File: src/rtl/ps2_key_event_decoder.sv
// ps2_key_event_decoder
// Turns a stream of PS/2 set-2 scan-code bytes into key make/break events,
// keeps a 512-entry held-key bitmap and flags malformed or stalled prefixes.
// Optional feature macro: KEY_REPEAT_FILTER_EN -- when defined, typematic
// repeats (make of an already-held key, break of an already-released key)
// do not produce key_valid.
//
// Handshake: rx_valid is a single-cycle strobe with no back-pressure; each
// cycle it is high, rx_byte is consumed. key_valid and seq_err are
// single-cycle output strobes with no ready; key_code/key_make hold their
// value between key_valid pulses.
module ps2_key_event_decoder #(
  parameter int TIMEOUT_CYCLES = 2000000
) (
  input  logic         clk,
  input  logic         rst,
  input  logic [7:0]   rx_byte,
  input  logic         rx_valid,
  output logic [8:0]   key_code,
  output logic         key_make,
  output logic         key_valid,
  output logic [511:0] key_down,
  output logic         any_key,
  output logic         seq_err,
  output logic [1:0]   dbg_state_o
);

  localparam logic [1:0] IDLE    = 2'd0;
  localparam logic [1:0] EXT     = 2'd1;
  localparam logic [1:0] BRK     = 2'd2;
  localparam logic [1:0] EXT_BRK = 2'd3;

  // The idle counter only needs to reach TIMEOUT_CYCLES-1.
  localparam int CNT_W = (TIMEOUT_CYCLES > 1) ? $clog2(TIMEOUT_CYCLES) : 1;
  localparam logic [CNT_W-1:0] CNT_LAST = CNT_W'(TIMEOUT_CYCLES - 1);

  logic [1:0]       state_q, state_d;
  logic [CNT_W-1:0] cnt_q, cnt_d;
  logic [8:0]       key_code_q, key_code_d;
  logic             key_make_q, key_make_d;
  logic             key_valid_q, key_valid_d;
  logic [511:0]     key_down_q, key_down_d;
  logic             any_key_q;
  logic             seq_err_q, seq_err_d;

  logic             emit;
  logic             emit_make;
  logic [8:0]       emit_code;
  logic             emit_ok;
  logic             timeout_hit;
  logic             byte_ignored;
  logic             byte_prefix;

  assign timeout_hit  = (state_q != IDLE) && (cnt_q == CNT_LAST);
  assign byte_prefix  = (rx_byte == 8'hE0) || (rx_byte == 8'hF0);
  assign byte_ignored = (rx_byte == 8'h00) || (rx_byte == 8'hAA) ||
                        (rx_byte == 8'hE1) || (rx_byte == 8'hFA) ||
                        (rx_byte == 8'hFE) || (rx_byte == 8'hFF);

  // Prefix FSM: decide next state, whether an event completes, and errors.
  always_comb begin
    state_d   = state_q;
    emit      = 1'b0;
    emit_make = 1'b0;
    emit_code = 9'd0;
    seq_err_d = 1'b0;
    if (rx_valid) begin
      case (state_q)
        IDLE: begin
          if (rx_byte == 8'hE0) begin
            state_d = EXT;
          end else if (rx_byte == 8'hF0) begin
            state_d = BRK;
          end else if (!byte_ignored) begin
            emit      = 1'b1;
            emit_make = 1'b1;
            emit_code = {1'b0, rx_byte};
          end
        end
        EXT: begin
          if (rx_byte == 8'hF0) begin
            state_d = EXT_BRK;
          end else if (rx_byte != 8'hE0) begin
            emit      = 1'b1;
            emit_make = 1'b1;
            emit_code = {1'b1, rx_byte};
            state_d   = IDLE;
          end
        end
        BRK: begin
          state_d = IDLE;
          if (byte_prefix) begin
            seq_err_d = 1'b1;
          end else begin
            emit      = 1'b1;
            emit_code = {1'b0, rx_byte};
          end
        end
        default: begin
          state_d = IDLE;
          if (byte_prefix) begin
            seq_err_d = 1'b1;
          end else begin
            emit      = 1'b1;
            emit_code = {1'b1, rx_byte};
          end
        end
      endcase
    end else if (timeout_hit) begin
      // A stalled prefix is dropped; a byte in the same cycle wins instead.
      state_d   = IDLE;
      seq_err_d = 1'b1;
    end
  end

  // Idle-cycle counter: runs only mid-sequence, restarts on any byte.
  always_comb begin
    cnt_d = cnt_q + CNT_W'(1);
    if (rx_valid || (state_q == IDLE) || timeout_hit) begin
      cnt_d = '0;
    end
  end

  // Repeat filter: with the feature on, only state-changing events are announced.
  always_comb begin
`ifdef KEY_REPEAT_FILTER_EN
    emit_ok = emit && (emit_make ? !key_down_q[emit_code] : key_down_q[emit_code]);
`else
    emit_ok = emit;
`endif
  end

  // Event registers and held-key bitmap update.
  always_comb begin
    key_code_d  = key_code_q;
    key_make_d  = key_make_q;
    key_valid_d = emit_ok;
    key_down_d  = key_down_q;
    if (emit_ok) begin
      key_code_d             = emit_code;
      key_make_d             = emit_make;
      key_down_d[emit_code]  = emit_make;
    end
  end

  // State and output registers; reset also discards any partial sequence.
  always_ff @(posedge clk) begin
    if (rst) begin
      state_q     <= IDLE;
      cnt_q       <= '0;
      key_code_q  <= 9'd0;
      key_make_q  <= 1'b0;
      key_valid_q <= 1'b0;
      key_down_q  <= '0;
      any_key_q   <= 1'b0;
      seq_err_q   <= 1'b0;
    end else begin
      state_q     <= state_d;
      cnt_q       <= cnt_d;
      key_code_q  <= key_code_d;
      key_make_q  <= key_make_d;
      key_valid_q <= key_valid_d;
      key_down_q  <= key_down_d;
      any_key_q   <= |key_down_q;
      seq_err_q   <= seq_err_d;
    end
  end

  assign key_code    = key_code_q;
  assign key_make    = key_make_q;
  assign key_valid   = key_valid_q;
  assign key_down    = key_down_q;
  assign any_key     = any_key_q;
  assign seq_err     = seq_err_q;
  assign dbg_state_o = state_q;

endmodule

File: config.mk
export PLATFORM = sky130hd
export DESIGN_NAME = ps2_key_event_decoder
export DESIGN_NICKNAME = d
export VERILOG_FILES = /design/src/rtl/ps2_key_event_decoder.sv
export SDC_FILE = /design/constraint.sdc
export NUM_CORES = 1
export LEC_CHECK = 0
export ABC_AREA = 1
export CORE_MARGIN = 2
export CORE_UTILIZATION = 25
export DETAILED_ROUTE_END_ITERATION = 10
export MAX_ROUTING_LAYER = met4
export SETUP_SLACK_MARGIN = 0.2
export SLEW_MARGIN = 20
export SYNTH_ARGS = -nofsm -noshare
export SYNTH_HDL_FRONTEND = slang
export SYNTH_SLANG_ARGS = --single-unit
File: constraint.sdc
create_clock -name clk -period 4.03 [get_ports clk]
set_input_delay 1.209 -clock clk [delete_from_list [all_inputs] [get_ports clk]]
set_output_delay 1.209 -clock clk [all_outputs]
set_load 0.01 [all_outputs]
## Word-level counts from Yosys, hierarchy flattened

Cells that the tools add are included.

- Register bits: 548
- Input port bits: 11
- Output and inout port bits: 527
- Logic and storage cells: 75

- Add/sub/neg operators: 1
- Order comparisons: 2
- Equal/unequal tests: 13
- Multiplexer cells: 33
- Reductions and logical operators: 18

Operators by type and width:

| operator | number |
|---|---|
| 512-bit bitwise mux | 1 |
| 512-bit OR reduction | 1 |
| 8-bit equality test (second input constant) | 7 |
| 9-bit two-way mux | 4 |
| 8-bit two-way mux | 4 |
| 9-bit case mux with 3 select lines | 1 |
| 21-bit by 1-bit adder with 21-bit output (second input constant) | 1 |
| 21-bit equality test (second input constant) | 1 |
| 1-bit two-way mux | 13 |
| 2-bit two-way mux | 6 |
| 9-bit by 10-bit < comparator with 1-bit output (second input constant) | 1 |
| 1-bit demux with 9-bit select | 1 |
| 9-bit by 1-bit >= comparator with 1-bit output (second input constant) | 1 |
| 8-bit zero test | 1 |
| 1-bit logical OR | 8 |
| 4-bit inequality test (second input constant) | 2 |
| 8-bit inequality test (second input constant) | 1 |
| 1-bit case mux with 2 select lines | 2 |
| 2-bit case mux with 2 select lines | 1 |
| 2-bit nonzero test | 2 |
| 2-bit OR reduction | 2 |
| 3-bit AND reduction | 1 |
| 2-bit by 1-bit equality test with 1-bit output (second input constant) | 1 |
| 2-bit equality test (second input constant) | 1 |
| 2 further kinds | 3 |

## Logic depth before layout (Yosys ltp)

- Depth in word-level cells: 16
- Mapped depth: 18
- Depth with buffers taken out: 16

## Least setup slack after synthesis

Ideal clock, no wire load.

- Kind: input -> register
- Start point: input rx_byte[7]
- End point: register key_down_q[254] (netlist: key_down[254])
- Library setup time: 0.128 ns
- Data arrival time: 2.937 ns
- Data required time: 3.902 ns
- Setup slack: 0.966 ns
- Stages: 15
- Path buffers: 3
- Cell sequence: buf_2 -> nand2_2 -> inv_1 -> nand2_1 -> nor2_1 -> nor2_1 -> nand3_4 -> nand2_4 -> buf_6 -> nand2_1 -> nor2_4 -> buf_1 -> nand2_1 -> o21ai_0 -> nor2_1

- Word-level cells in the longest chain between the ends: 16
- Elaborated cells on any way between the ends: 40
- Those cells by class: 2 x order compare; 8 x eq/ne; 22 x mux; 8 x reduce/logical

Ends and longest elaborated chain:

| element | line | RTL |
|---|---|---|
| start: declaration | 17 | `input logic [7:0] rx_byte,` |
| 8-bit equality test / 8-bit zero test (equally long branches) | 56 | `assign byte_ignored = (rx_byte == 8'h00) \|\| (rx_byte == 8'hAA) \|\|` |
| 1-bit logical OR (2 in a row) | 56 |  |
| 1-bit logical OR (2 in a row) | 57 | `(rx_byte == 8'hE1) \|\| (rx_byte == 8'hFA) \|\|` |
| 1-bit logical OR | 58 | `(rx_byte == 8'hFE) \|\| (rx_byte == 8'hFF);` |
| 8-bit two-way mux | 74 | `end else if (!byte_ignored) begin` |
| 8-bit two-way mux | 72 | `end else if (rx_byte == 8'hF0) begin` |
| 8-bit two-way mux | 70 | `if (rx_byte == 8'hE0) begin` |
| 9-bit case mux with 3 select lines | 68 | `case (state_q)` |
| 9-bit two-way mux | 67 | `if (rx_valid) begin` |
| 9-bit by 10-bit < comparator with 1-bit output (not written as such) / 9-bit by 1-bit >= comparator with 1-bit output (equally long branches) | 142 | `key_down_d[emit_code] = emit_make;` |
| 1-bit logical AND (not written as such) | 142 |  |
| 1-bit two-way mux (not written as such) | 142 |  |
| 1-bit demux with 9-bit select | 142 |  |
| 512-bit bitwise mux | 142 |  |
| end signal: assignment | 163 | `key_down_q <= key_down_d;` |
| end: declaration | 42 | `logic [511:0] key_down_q, key_down_d;` |

Several ways; a longest one is shown, not always the timed one.
A chain may end at the register's enable or synchronous reset.

## Worst setup path after layout

- Start point: input rx_byte[7]
- End point: register key_down_q[290] (netlist: key_down[290])

The elaborated chain is that of the path after synthesis.

==> results.toml <==
[status]
status = "finished clean"

[worst_setup_path]
critPathMaxFanout = 32
reg2reg_from = "dbg_state_o[0]$_SDFFE_PP0P_"
cp.arrival_ps = 3880
r2r_slack_ps = 1410
cp_data_required_time_ps = 4490
critPathCapture = "key_down[290]$_SDFFE_PP0P_"
startpoint = "rx_byte[7]"
reg2reg_to = "key_down[23]$_SDFFE_PP0P_"
path_class = "in2reg"
endpoint_kind = "register"
startpoint_type = "input port"
r2r_cells = 11

[cts]
cts_tree = "done"
cts_buffers = 68
cts_buffer_depth = 3
cts.sinks = 548
cts-root-buf = "clkbuf_16"
holdBufCountCts = 0
htreeDepth = 3
cts_resized = 0
clk_pin_slew_ps = 60
cts_setup_buffers = 0
insertion_delay_ps = 620

[drt]
drtIter0Drc = 2645
viasPerCell = 4.83
drt-met1-wl_mm = 49.7
route.met2.wl_mm = 54.1
wl_met3_mm = 9.15
routed.top_layer = "met4"
wl_mm = 117
wl_per_cell_um = 20.4
ant_nets = 0
vias = 27699
drc = 0
dr.pass1.iters = 5

[sta]
setup_viol_count_final = 0
slew_headroom = 0.267
rsz0062_at_grt = "no"
slew_violations = 0
max_freq_ghz = 0.293
tightest_slew_ps = 1090
fin_crit_sh = 0.848
holdWs_ps = 437
finClkSkew_ps = 30.2
layout_min_cycle_time_ps = 3420
hold_viol_final = 0

[place]
hpwl_mm = 80.4
port_buffers = 537
placed_cell_area_um2 = 33300
gp_congestion = 0.874

[final_layout]
area_delta_synth_final_pct = 39.6
drive_above_1_share = 0.0697
n_antenna_cell = 0
design_area_um2 = 35600
fin_util = 0.351
nNetsFinal = 4324

[global_route]
first_global_vias = 24528
grt_max_degree = 130
antenna_found_initial = 0
gr-total-overflow = 0
grt_pass1_wl_mm = 168
grt_util_all_layers = 0.222

[die]
rows = 117
coreArea_um2 = 102000
initial_core_util = 0.251
die_y_um = 324
dieWidth_um = 324
dieArea_um2 = 105000
io_pins = 538

[synthesis]
synthCells = 3879
synth_cell_types = 36
ys_seq_area_frac = 0.430
yosysTopAreaCell = "dfxtp_1"
synth_top_area_frac = 0.430
ys.warnings.count = 0
syn_area_per_cell_um2 = 6.58
synth_fp_nets = 3891
ys_seq_elements = 548
syn_area_um2 = 25500
synthTopCellsByArea = "dfxtp_1 43%, nand2_1 13%, nor2_1 9.9%"

[pwr]
power_leakage_nw = 13.7
irDropWorstVdd_mv = 0.241
powerDensity_nw_per_um2 = 361
power.total_mw = 12.9

[hold_path]
hold_class = "reg2reg"

[job]
timing.max_cap.violations = 0
==> how the worst min path moves through the flow <==
| stage | cells after the start | endpoint | start |
|---|---|---|---|
| after floorplan | 1 | cnt_q[0]$_SDFF_PP0_ | cnt_q[0]$_SDFF_PP0_ |
| after global placement | 2 | key_down[224]$_SDFFE_PP0P_ | key_down[224]$_SDFFE_PP0P_ |
| after global routing | 1 | cnt_q[0]$_SDFF_PP0_ | cnt_q[0]$_SDFF_PP0_ |
| after CTS | 2 | key_down[224]$_SDFFE_PP0P_ | key_down[224]$_SDFFE_PP0P_ |
| after detailed placement | 2 | key_down[224]$_SDFFE_PP0P_ | key_down[224]$_SDFFE_PP0P_ |
| final | 2 | key_down[224]$_SDFFE_PP0P_ | key_down[224]$_SDFFE_PP0P_ |
==> synthesized netlist by cell type <==
master / instances
or2_2: 1
clkbuf_1: 127
o41ai_1: 1
buf_2: 135
buf_1: 31
nand2_4: 1
nor4_1: 110
buf_6: 1
o21ai_4: 1
a21oi_1: 250
nor2_2: 16
and3b_1: 1
nand3_4: 4
dfxtp_1: 548
inv_1: 332
nand3_2: 2
inv_2: 11
nor2_4: 6
buf_4: 6
nand4_1: 85
nand3b_1: 1
nand2_1: 870
ha_1: 1
nor2_1: 673
nand3_1: 457
nor3_1: 87
a21o_1: 1
xor2_1: 2
nand2_2: 2
o21a_1: 4
o22ai_1: 1
o21ai_0: 97
o21ai_1: 10
clkinv_1: 2
nor3b_1: 1
a2111oi_0: 1
==> worst max-delay path: stages <==
cell	delay [ps]
clkdlybuf4s50_1	660
nand2_2	150
nor2_2	190
o21ai_4	110
nand3_4	130
nand2_4	140
nand3_1	160
buf_4	150
nand2_1	310
nor2_2	260
buf_12	200
nand2_1	70
nand2_1	60
a21oi_1	50
==> stage by stage <==
step | setup TNS [ps] | setup slack [ps] | instances
2_1_floorplan | 0 | 966 | 3879
3_3_place_gp | 0 | 23.3 | 5610
3_5_place_dp | -489 | -27.7 | 5610
4_1_cts | 0 | 639 | 5729
5_1_grt | 0 | 362 | 5729
6_report | 0 | 613 | 5729
==> logic make-up after synthesis <==
group | after synthesis | synth area share
buffers and inverters | 645 | 0.103
adder cells (fa/ha/maj) | 1 | 0.000490
XOR/XNOR | 2 | 0.000686
AO/OA/AOI/OAI | 366 | 0.0730
flip-flops | 548 | 0.430
AND/OR/NAND/NOR | 2317 | 0.393
==> metal layers <==
metal	up-vias	track usage
li1	13390	-
met1	12935	0.283
met2	1197	0.351
met3	177	0.0414
met4	0	0.0760
met5	-	-
==> power breakdown <==
part	internal (mW)	switching, mW
combinational	0.219	0.613
clock	4.02	2.56
sequential	5.43	0.0135
total	9.67	3.19
==> placed cells by master, fill, tap and decap left out, types with 15 or more instances in the layout <==
master	count
clkbuf_8	16
nor2_4	23
nor3_1	87
nor4_1	109
o21ai_0	97
a21oi_1	250
inv_1	330
nor2_2	15
nand4_1	85
nand3_1	456
clkdlybuf4s50_1	536
nor2_1	657
dfxtp_1	548
nand2_1	870
clkbuf_16	71
buf_4	56
buf_12	70
==> flip-flops by register name, summed over array words and instances (netlist names) <==
register / count
key_valid: 1
seq_err: 1
dbg_state_o: 2
key_code: 9
cnt_q: 21
key_down: 512
any_key: 1
key_make: 1
==> final cells by class <==
| class | instances | area, um^2 |
|---|---|---|
| fill | 10726 | 65900 |
| multi-input combinational | 2686 | 12100 |
| sequential | 548 | 11000 |
| timing repair buffer | 663 | 7200 |
| clock buffer | 95 | 2030 |
| tap | 1368 | 1710 |
| inverter | 345 | 1310 |
| clock inverter | 24 | 340 |
(Power assumes the default switching activity.)
